### config.mk
export PLATFORM = sky130hd
export DESIGN_NAME = dig_display_scan
export DESIGN_NICKNAME = d
export VERILOG_FILES = /design/src/rtl/dig_display_pkg.sv /design/src/rtl/hex_to_7seg.sv /design/src/rtl/dig_display_scan.sv
export SDC_FILE = /design/constraint.sdc
export NUM_CORES = 1
export LEC_CHECK = 0
export ABC_CLOCK_PERIOD_IN_PS = 3200
export BUFFER_PORTS_ARGS = -buffer_cell sky130_fd_sc_hd__buf_2
export CAP_MARGIN = 20
export CORE_MARGIN = 1.5
export CORE_UTILIZATION = 49
export DETAILED_ROUTE_END_ITERATION = 8
export PLACE_DENSITY = 0.76
export SLEW_MARGIN = 20
export SYNTH_ARGS = -nofsm -noshare
export SYNTH_HDL_FRONTEND = slang
export SYNTH_SLANG_ARGS = --single-unit
### constraint.sdc
create_clock -name clk -period 3.2 [get_ports clk]
set_input_delay 0 -clock clk [delete_from_list [all_inputs] [get_ports clk]]
set_output_delay 0 -clock clk [all_outputs]
set_load 0.1 [all_outputs]
### src/rtl/dig_display_pkg.sv
// Shared constants and types for the 7-segment display blocks.
// Segment patterns are active-low, ordered {g,f,e,d,c,b,a}.
package dig_display_pkg;

    localparam logic [6:0] SEG_OFF = 7'h7F;
    localparam logic [7:0] AN_OFF  = 8'hFF;

    localparam logic [6:0] HEX7SEG [0:15] = '{
        7'h40, 7'h79, 7'h24, 7'h30, 7'h19, 7'h12, 7'h02, 7'h78,
        7'h00, 7'h10, 7'h08, 7'h03, 7'h46, 7'h21, 7'h06, 7'h0E
    };

    typedef logic [2:0] digit_idx_t;

endpackage

### src/rtl/hex_to_7seg.sv
// Combinational hex nibble to active-low 7-segment pattern decoder.
module hex_to_7seg
    import dig_display_pkg::*;
(
    input  logic [3:0] hex,
    output logic [6:0] seg
);

    assign seg = HEX7SEG[hex];

endmodule

### src/rtl/dig_display_scan.sv
// Time-multiplexed 8-digit common-anode display driver with a per-frame input latch.
// Anodes, segments and decimal point are registered and active-low.
module dig_display_scan
    import dig_display_pkg::*;
#(
    parameter int TICK_DIV = 100000,
    parameter int NDIG     = 8
) (
    input  logic              clk,
    input  logic              reset,
    input  logic [4*NDIG-1:0] digs,
    input  logic [NDIG-1:0]   blank,
    input  logic [NDIG-1:0]   dp,
    output logic [NDIG-1:0]   an,
    output logic [6:0]        seg,
    output logic              dp_n
);

    localparam int              CW       = (TICK_DIV > 1) ? $clog2(TICK_DIV) : 1;
    localparam logic [CW-1:0]   CNT_LAST = CW'(TICK_DIV - 1);
    localparam digit_idx_t      IDX_LAST = digit_idx_t'(NDIG - 1);

    logic [CW-1:0]     cnt;
    digit_idx_t        idx;
    logic              loaded;
    logic              tick;
    logic              frame_load;

    logic [4*NDIG-1:0] shadow_digs;
    logic [NDIG-1:0]   shadow_blank;
    logic [NDIG-1:0]   shadow_dp;

    logic [3:0]        cur_hex;
    logic [6:0]        cur_seg;
    logic [NDIG-1:0]   an_d;
    logic [6:0]        seg_d;
    logic              dp_n_d;

    assign tick       = (cnt == CNT_LAST);
    assign frame_load = !loaded || (tick && (idx == IDX_LAST));

    // The prescaler holds during the first-load cycle so that digit 0 still
    // gets a full slot once the first latched frame becomes visible.
    // NOTE: state registers use non-blocking assignments so every flop samples
    // pre-edge values regardless of process ordering.
    always_ff @(posedge clk or posedge reset) begin
        if (reset) begin
            cnt    <= '0;
            idx    <= '0;
            loaded <= 1'b0;
        end else begin
            loaded <= 1'b1;
            if (loaded) begin
                if (tick) begin
                    cnt <= '0;
                    idx <= idx + 3'd1;
                end else begin
                    cnt <= cnt + 1'b1;
                end
            end
        end
    end

    always_ff @(posedge clk or posedge reset) begin
        if (reset) begin
            shadow_digs  <= '0;
            shadow_dp    <= '0;
            shadow_blank <= '1;
        end else if (frame_load) begin
            shadow_digs  <= digs;
            shadow_dp    <= dp;
            shadow_blank <= blank;
        end
    end

    assign cur_hex = shadow_digs[{idx, 2'b00} +: 4];

    hex_to_7seg u_dec (
        .hex (cur_hex),
        .seg (cur_seg)
    );

    // NOTE: every output of this block is given a default first, so no path
    // leaves a signal unassigned and no latch is inferred.
    always_comb begin
        an_d   = AN_OFF;
        seg_d  = SEG_OFF;
        dp_n_d = 1'b1;
        if (!shadow_blank[idx]) begin
            an_d   = ~(NDIG'(1) << idx);
            seg_d  = cur_seg;
            dp_n_d = ~shadow_dp[idx];
        end
    end

    always_ff @(posedge clk or posedge reset) begin
        if (reset) begin
            an   <= AN_OFF;
            seg  <= SEG_OFF;
            dp_n <= 1'b1;
        end else begin
            an   <= an_d;
            seg  <= seg_d;
            dp_n <= dp_n_d;
        end
    end

endmodule

==> results of run 1 <==
## flip-flops by register name, indices dropped and copies added (netlist names)
| register | flops |
|---|---|
| seg | 7 |
| idx | 3 |
| loaded | 1 |
| cnt | 17 |
| shadow_dp | 8 |
| shadow_digs | 32 |
| shadow_blank | 8 |
| an | 8 |
| dp_n | 1 |
## area by class of cell
class,instances,area [um2]
Sequential cell,85,2160
Inverter,8,31.3
Multi-Input combinational cell,197,1750
Fill cell,627,2740
Clock inverter,4,48.8
Clock buffer,12,145
Tap cell,102,128
Timing Repair Buffer,118,846
## timing repair
action / 4_1_cts / 5_1_grt
buffers inserted: 0 / 0
endpoints found under the hold margin: 69 / 0
hold buffers: 49 / 0
## metal layers
| layer | vias to the layer above | share of wire (%) | GRT usage [%] |
|---|---|---|---|
| met5 | - | 0 | 0 |
| met4 | 0 | 1.8 | 8.33 |
| met3 | 12 | 4.3 | 3.41 |
| met2 | 78 | 48 | 33.6 |
| met1 | 1313 | 46 | 27.8 |
| li1 | 1306 | - | - |
## worst max path at each step
stage | slack, ns | endpoint
6_report | 0.54 | seg[3]$_DFF_PP1_
5_1_grt | 0.31 | seg[3]$_DFF_PP1_
4_1_cts | 0.60 | seg[3]$_DFF_PP1_
3_5_place_dp | 0.66 | seg[3]$_DFF_PP1_
3_3_place_gp | 0.74 | seg[3]$_DFF_PP1_
2_1_floorplan | 0.74 | seg[3]$_DFF_PP1_
## logic make-up after synthesis
| logic type | after synthesis |
|---|---|
| buf+inv | 21 |
| fa+ha+maj | 13 |
| flops | 85 |
| other cells | 1 |
| compound gates | 30 |
| xor+xnor | 14 |
| simple gates | 70 |
| mux | 69 |
## placed cells by master, fill, tap and decap left out, types with 2 or more instances in the layout
cell type and n:
xor2_1 6, dlygate4sd3_1 49, ha_1 13, nand3_1 7, clkbuf_8 10, a31oi_1 2
o21ai_0 11, or3_1 2, o221ai_1 2, xnor2_1 8, mux2_2 50, mux2i_4 2
nor2_1 19, a21oi_1 5, buf_4 4, mux4_2 10, inv_1 6, mux2i_1 7
clkinv_2 3, clkbuf_1 2, nor3_1 2, dfrtp_1 61, nand2_1 22, nor2_2 2
dfstp_2 24, nand4_1 4, buf_2 65
## power groups by stage
| stage | Sequential [mW] | Clock [mW] | Combinational (mW) |
|---|---|---|---|
| after floorplan | 1.40 | 0 | 0.254 |
| after global placement | 1.29 | 0 | 0.438 |
| after detailed placement | 1.29 | 0 | 0.449 |
| after CTS | 1.27 | 0.775 | 0.496 |
| after global routing | 1.29 | 0.808 | 0.537 |
| final | 1.28 | 0.753 | 0.496 |
## through the flow
stage               total power, mW  hold slack, ns  utilization (%)  setup WS, ns
global placement               1.73           0.108             56.4         0.738
finish                         2.53           0.309             65.1         0.543
floorplan                      1.66           0.150                -         0.738
detailed placement             1.74           0.113             56.4         0.656
global route                   2.64           0.374             65.1         0.313
CTS                            2.55           0.281             65.1         0.596
## worst max-delay path, cell delays in order, from the launching register on
cell       delay [ns]
dfrtp_1          0.70
mux4_2           0.38
mux2i_1          0.41
inv_1            0.20
ha_1             0.23
a21boi_0         0.14
a2111oi_0        0.43
a31oi_1          0.07
==> reports/metrics.csv, run 1 <==
metric,value,unit
Initial Utilization,51.3,%
via count,2709,
I/O Buffers,65,
Switching Power,0.734,mW
Max-slew headroom,48.7,%
Crit. Startpoint,idx[2]$_DFFE_PP0P_,
share of power burned in combinational logic,19.7,%
Num CTS Buffers,9,
post-synthesis cell count,303,
Die ar.,0.00876,mm2
slew at the pin with the worst max-slew slack,0.766,ns
Sequential Power Share,50.5,%
ratio of cells with drive above 1 in the final layout,41.7,%
multiplexer share of the synthesized area,22.5,%
VDD IR-drop max,0.000308,V
cell count after placement,461,
mean area per synthesized cell,13.3,um2
Finished Cell Area,0.00511,mm2
CTS tree,built,
dpl hpwl,5200,um
"CTS clk-pin slew, worst paths",0.08,ns
period utilization,83.0,%
Post-Route WL,8140,um
largest net degree at the start of global routing,49,
Fmax,376,MHz
Via-to-Cell Ratio,5.15,
r2r setup slk,0.54,ns
post-synthesis xor/xnor area fraction,3.05,%
RD Place Congestion,0.815,
Total GRT Usage,20.7,%
Leak,2.22,nW
CTS max path bufs,2,
die height,93.6,um
Post-synth top cells,"61 x dfrtp_1, 50 x mux2_2, 24 x dfstp_2",
htree depth,3,
post-route ant nets,0,
vias in the first global route,2852,
synth unique cells,49,
post-synthesis register bit count,85,
DR pass1 iterations,4,
main combinational cell family by area after synthesis,multiplexers,
first-pass GRT wire length,13800,um
"count leader, synth",dfrtp_1,
leading area contributor after synthesis,dfrtp_1,
Yosys top cell area share,37.9,%
"top cells by area, synth","dfrtp_1 38%, dfstp_2 16%, mux2_2 14%",
post-CTS resize count,0,
crit end category,register,
clock share of power,29.8,%
clk_skew,0.0137,ns
Pins Over Slew Limit,0,
Ys Warns,0,
cell area after synthesis,0.00402,mm2
clock root cell,clkbuf_8,
WS Path Type,reg -> reg,
worst hold path type,in -> async,
RSZ-0062 raised after global routing,no,
Avg WL per Cell,15.5,um
Max-cap violations,0,
"Hold Violations, Final",0,
CP Max Fanout,15,
Async SR Flop Fraction,100,%
PwrDens,494,mW/mm2
Tmin final,2.66,ns
Synth Area in Compound Gates,4.73,%
Int Pwr,1.79,mW
Antenna diodes,0,
R2R cell count,7,
I/O Pins,66,
Placement Cell Area,0.00442,mm2
syn_nets,366,
Reg-to-Reg Start,idx[2]$_DFFE_PP0P_,
P&R area growth vs syn,26.9,%
initial antenna violation count,0,
switching portion of total power,29.0,%
Core ar.,0.00785,mm2
outcome,finished clean,
grt total ovfl,0,
reg-to-reg endpoint,seg[3]$_DFF_PP1_,
simple-gate share of the synthesized area,8.89,%
die width,93.6,um
register area share after synthesis,53.6,%
Worst setup SP type,register,
detailed-route DRC error count,0,
WP data arrival,2.92,ns
Post-layout nets,482,
ys flop type,dfrtp_1,
adder-cell area share of the yosys netlist,4.04,%
CTS sink cnt,85,
final setup TNS,0,ns
Iteration-0 DRC Markers,165,
# setup viols final,0,
Skew-Pair Late Insertion Delay,0.36,ns
row cnt,32,
Finished Layout Cells,526,
CP required,3.46,ns
"EDFF count, synth",0,
(Power assumes the default switching activity.)
==> run 2: changes to the inputs <==
- ABC_AREA: not set -> 1
- ABC_CLOCK_PERIOD_IN_PS: 3200 -> 2510
- PLACE_DENSITY: 0.76 -> 0.75
- clock period: 3.2 -> 2.51 ns (I/O delays scaled with it)
==> reports/metrics.csv, run 2 <==
metric,value,unit
Post CTS Setup Buffer Count,0,
Post-Route WL,9440,um
area of the multi-input gates,0.00172,mm2
"top cells by area, synth","dfrtp_1 36%, dfstp_2 15%, nand2_1 13%",
Leak,2.75,nW
first-pass GRT wire length,16300,um
grt total ovfl,0,
Core ar.,0.00834,mm2
PwrDens,647,mW/mm2
WP buf/inv,2,
CP Max Fanout,17,
cell area after synthesis,0.00427,mm2
die height,96.3,um
cell count after placement,669,
Largest Register,shadow_digs,
Antenna diodes,0,
slowest CP cell,dfrtp_1,
post-synthesis register bit count,85,
Skew-Pair Late Insertion Delay,0.36,ns
htree depth,3,
Reg-to-Reg Start,idx[1]$_DFFE_PP0P_,
"count leader, synth",nand2_1,
clk_skew,0.0131,ns
# setup viols final,0,
Pins Over Slew Limit,0,
initial antenna violation count,0,
Switching Power,0.964,mW
Placement Cell Area,0.00465,mm2
Iteration-0 DRC Markers,153,
WP data arrival,2.50,ns
cell family with most CP delay,simple AND/OR/NAND/NOR gates,
clock share of power,36.1,%
period utilization,88.5,%
Max-slew headroom,51.7,%
Int Pwr,2.53,mW
crit end category,register,
mean area per synthesized cell,8.31,um2
syn_nets,576,
die width,96.3,um
CP required,2.79,ns
DR pass1 iterations,4,
post-route ant nets,0,
register area share after synthesis,50.6,%
synth unique cells,33,
"Hold Violations, Final",0,
R2R cell count,10,
Yosys top cell area share,35.8,%
Num CTS Buffers,9,
vias in the first global route,3747,
I/O Pins,66,
max reg flops,32,
r2r setup slk,0.29,ns
crit-path cells,inv_1 > nand3_1 > nand3_1 > nand2_1 > inv_1 > ha_1 > nand3_1 > nand2_1 > nand2_1 > nand3_1,
Worst setup SP type,register,
ratio of cells with drive above 1 in the final layout,20.3,%
VDD IR-drop max,0.000356,V
dpl hpwl,6450,um
RSZ-0062 raised after global routing,no,
Async SR Flop Fraction,100,%
Post-synth top cells,"147 x nand2_1, 78 x nand3_1, 61 x dfrtp_1",
Via-to-Cell Ratio,4.98,
final setup TNS,0,ns
"most common cell after layout, fill and taps aside",nand2_1,
slew at the pin with the worst max-slew slack,0.724,ns
Sequential Power Share,45.8,%
Tmin final,2.22,ns
"EDFF count, synth",0,
fillcell total,689,
WS Path Type,reg -> reg,
row cnt,33,
storage element area,0.00216,mm2
leading area contributor after synthesis,dfrtp_1,
most frequent cells in the layout,"147 x nand2_1, 78 x nand3_1, 65 x buf_2",
Fmax,450,MHz
CP max stage delay,0.67,ns
CP most frequent cell,nand3_1,
Ys Warns,0,
switching portion of total power,27.6,%
Max-cap violations,0,
biggest regs,"shadow_digs (32), cnt (17)",
reg-to-reg endpoint,seg[5]$_DFF_PP1_,
Finished Cell Area,0.00540,mm2
"CTS clk-pin slew, worst paths",0.09,ns
detailed-route DRC error count,0,
largest net degree at the start of global routing,45,
clock root cell,clkbuf_8,
Total GRT Usage,22.9,%
worst hold path type,in -> async,
CTS max path bufs,2,
CTS sink cnt,85,
ys flop type,dfrtp_1,
Avg WL per Cell,12.9,um
CTS tree,built,
outcome,finished clean,
post-synthesis cell count,513,
I/O Buffers,65,
P&R area growth vs syn,26.7,%
Post-layout nets,687,
via count,3652,
RD Place Congestion,0.895,
Initial Utilization,51.1,%
share of power burned in combinational logic,18.1,%
Die ar.,0.00927,mm2
Finished Layout Cells,734,
==> run 2: cell count changes in the layout (fill, tap and decap cells not counted), moves of 3 or more <==
cell and change:
bufinv_16 +3, nand2_1 +125, inv_1 +52, nand2_2 +3
o21ai_1 +32, o21ai_0 +6, mux2i_1 -7, nand3_1 +71
xnor2_1 -7, mux4_2 -10, nor3_2 +3, mux2_2 -50
==> run 2: per-layer routing <==
metal  global-route usage, %  vias up  share of wire, %
met5                       0        -                 0
met4                    7.49        0               1.6
met3                    5.77       15               5.6
met2                    39.4       91                49
met1                    27.9     1699                44
li1                        -     1847                 -
==> run 2: how the worst max path moves through the flow <==
| stage | from | endpoint | slack [ns] | depth (start not counted) |
|---|---|---|---|---|
| 3_5_place_dp | idx[1]$_DFFE_PP0P_ | seg[5]$_DFF_PP1_ | 0.29 | 10 |
| 5_1_grt | idx[1]$_DFFE_PP0P_ | seg[5]$_DFF_PP1_ | 0.03 | 10 |
| 4_1_cts | idx[1]$_DFFE_PP0P_ | seg[5]$_DFF_PP1_ | 0.28 | 10 |
| 2_1_floorplan | reset | cnt[0]$_DFFE_PP0P_ | 0.36 | 1 |
| 6_report | idx[1]$_DFFE_PP0P_ | seg[5]$_DFF_PP1_ | 0.29 | 10 |
| 3_3_place_gp | idx[1]$_DFFE_PP0P_ | seg[3]$_DFF_PP1_ | 0.42 | 10 |
==> run 2: area by class of cell <==
type / count / area share (%)
well taps: 105 / 2.43
repair buffers: 121 / 16.5
multi-input cells: 344 / 31.8
inverters: 63 / 4.45
clock buffers: 12 / 2.69
clock inverters: 4 / 2.22
flip-flops and latches: 85 / 39.9
==> run 2: power by group through the flow <==
| stage | combinational [mW] | clock, mW | sequential (mW) |
|---|---|---|---|
| final | 0.634 | 1.26 | 1.60 |
| after global routing | 0.713 | 1.34 | 1.62 |
| after CTS | 0.636 | 1.28 | 1.60 |
| after detailed placement | 0.576 | 0 | 1.63 |
| after global placement | 0.563 | 0 | 1.62 |
| after floorplan | 0.301 | 0 | 1.76 |
==> run 2: kinds of logic after synthesis <==
| logic type | Yosys count | synth area share, % |
|---|---|---|
| simple gates | 264 | 27.6 |
| flops | 85 | 50.6 |
| buf+inv | 84 | 9.21 |
| compound gates | 57 | 6.86 |
| fa+ha+maj | 13 | 3.81 |
| xor+xnor | 9 | 1.85 |
| other cells | 1 | 0.0879 |
==> run 2: worst min-delay path: cells and delay by family <==
kind	cells	cell delay (ns)
buffers and inverters	3	1.13
==> run 2: stage by stage <==
stage	setup slack (ns)	power, mW	utilization, %	hold slack (ns)
after floorplan	0.356	2.07	-	0.0900
after global placement	0.422	2.18	55.7	0.142
after detailed placement	0.292	2.20	55.7	0.154
after CTS	0.281	3.52	64.8	0.309
after global routing	0.0263	3.68	64.8	0.370
final	0.288	3.50	64.8	0.284
==> run 2: what timing repair did <==
action | 4_1_cts | 5_1_grt
endpoints found under the setup margin | 0 | 0
hold buffers | 49 | 0
resized for setup | 0 | 0
endpoints found under the hold margin | 82 | 0
==> run 3: changes to the inputs <==
- CORE_UTILIZATION: 49 -> 57
- GPL_TIMING_DRIVEN: not set -> 0
- PLACE_DENSITY: 0.75 -> 0.85
- SLEW_MARGIN: 20 -> not set
==> reports/metrics.csv, run 3 (same netlist as run 2, synthesis figures left out) <==
metric,value,unit
outcome,finished clean,
Total GRT Usage,29.4,%
htree depth,3,
slew at the pin with the worst max-slew slack,0.542,ns
"Hold Violations, Final",0,
initial antenna violation count,0,
worst hold path type,in -> async,
Post-layout nets,702,
Post CTS Setup Buffer Count,0,
"CTS clk-pin slew, worst paths",0.09,ns
"most common cell after layout, fill and taps aside",nand2_1,
Avg WL per Cell,14.5,um
Max-slew headroom,63.8,%
Antenna diodes,0,
r2r setup slk,0.29,ns
Die ar.,0.00801,mm2
RSZ-0062 raised after global routing,no,
largest net degree at the start of global routing,45,
reg-to-reg endpoint,seg[6]$_DFF_PP1_,
Core ar.,0.00725,mm2
RD Place Congestion,0.866,
Tmin final,2.22,ns
VDD IR-drop max,0.000592,V
R2R cell count,13,
Post-Route WL,10800,um
CP required,2.79,ns
DR pass1 iterations,5,
CTS Hold Buffers Added,49,
Reg-to-Reg Start,idx[0]$_DFFE_PP0P_,
most frequent cells in the layout,"147 x nand2_1, 78 x nand3_1, 70 x buf_2",
Max-cap violations,0,
Worst setup SP type,register,
Num CTS Buffers,9,
Iteration-0 DRC Markers,263,
CTS sink cnt,85,
WS Path Type,reg -> reg,
die width,89.5,um
CP Max Fanout,11,
vias in the first global route,3774,
Pins Over Slew Limit,0,
post-layout util,74.8,%
P&R area growth vs syn,27.2,%
period utilization,88.4,%
Fmax,451,MHz
Finished Cell Area,0.00543,mm2
# setup viols final,0,
max reg flops,32,
first-pass GRT wire length,17600,um
Leak,2.77,nW
row cnt,31,
PwrDens,598,mW/mm2
Largest Register,shadow_digs,
Via-to-Cell Ratio,5.23,
I/O Pins,66,
total chip power,3.24,mW
ratio of cells with drive above 1 in the final layout,21.9,%
WP data arrival,2.50,ns
die height,89.5,um
Skew-Pair Late Insertion Delay,0.36,ns
CTS tree,built,
grt total ovfl,0,
post-CTS resize count,0,
via count,3884,
clock root cell,clkbuf_8,
dpl hpwl,6990,um
detailed-route DRC error count,0,
Initial Utilization,58.8,%
CTS max path bufs,2,
crit end category,register,
I/O Buffers,65,
post-route ant nets,0,
Placement Cell Area,0.00474,mm2
clk_skew,0.00969,ns
biggest regs,"shadow_digs (32), cnt (17)",
## run 3: worst max path at each step
stage | from | endpoint | slack (ns) | depth (start not counted)
4_1_cts | idx[0]$_DFFE_PP0P_ | seg[6]$_DFF_PP1_ | 0.35 | 13
3_5_place_dp | idx[0]$_DFFE_PP0P_ | seg[6]$_DFF_PP1_ | 0.38 | 13
6_report | idx[0]$_DFFE_PP0P_ | seg[6]$_DFF_PP1_ | 0.29 | 13
2_1_floorplan | reset | cnt[0]$_DFFE_PP0P_ | 0.36 | 1
5_1_grt | idx[0]$_DFFE_PP0P_ | seg[5]$_DFF_PP1_ | 0.11 | 13
3_3_place_gp | reset | shadow_digs[29]$_DFFE_PP0P_ | -0.51 | 2
## run 3: per-layer routing
metal | track usage (%) | vias up | share of wire, %
met2 | 51.1 | 140 | 50
met5 | 0 | - | 0
met4 | 8.95 | 0 | 2.6
met1 | 37.2 | 1829 | 42
met3 | 6.00 | 28 | 4.9
li1 | - | 1887 | -
## run 3: layout make-up
type | count | area, um2
plain buffers | 21 | 154
clock inverters | 7 | 73.8
multi-input cells | 344 | 1720
repair buffers | 115 | 836
inverters | 63 | 241
clock buffers | 9 | 124
fillers | 495 | 1830
flip-flops and latches | 85 | 2160
well taps | 99 | 124
## run 3: critical path, stage by stage (launching register included)
cell and delay, ns:
dfrtp_1 0.41, buf_4 0.19, inv_4 0.08, buf_2 0.25, nand2_1 0.08, nand3_1 0.10
nand3_1 0.13, nand2_1 0.23, inv_1 0.12, ha_1 0.23, nand3_1 0.13, nand2_1 0.07
nand2_1 0.06, nand3_1 0.06
## run 3: report_power, final
part / switching (mW) / internal, mW
clock: 0.519 / 0.465
sequential: 0.0792 / 1.53
combinational: 0.431 / 0.225
total: 1.03 / 2.22
## run 3: per-stage QoR
stage | TNS [ns] | instances | setup WS [ns] | hold slack, ns
detailed placement | 0 | 678 | 0.378 | 0.0823
CTS | 0 | 743 | 0.353 | 0.242
global placement | -31.22 | 677 | -0.514 | 0.194
floorplan | 0 | 513 | 0.356 | 0.0900
global route | 0 | 743 | 0.109 | 0.289
finish | 0 | 743 | 0.291 | 0.234
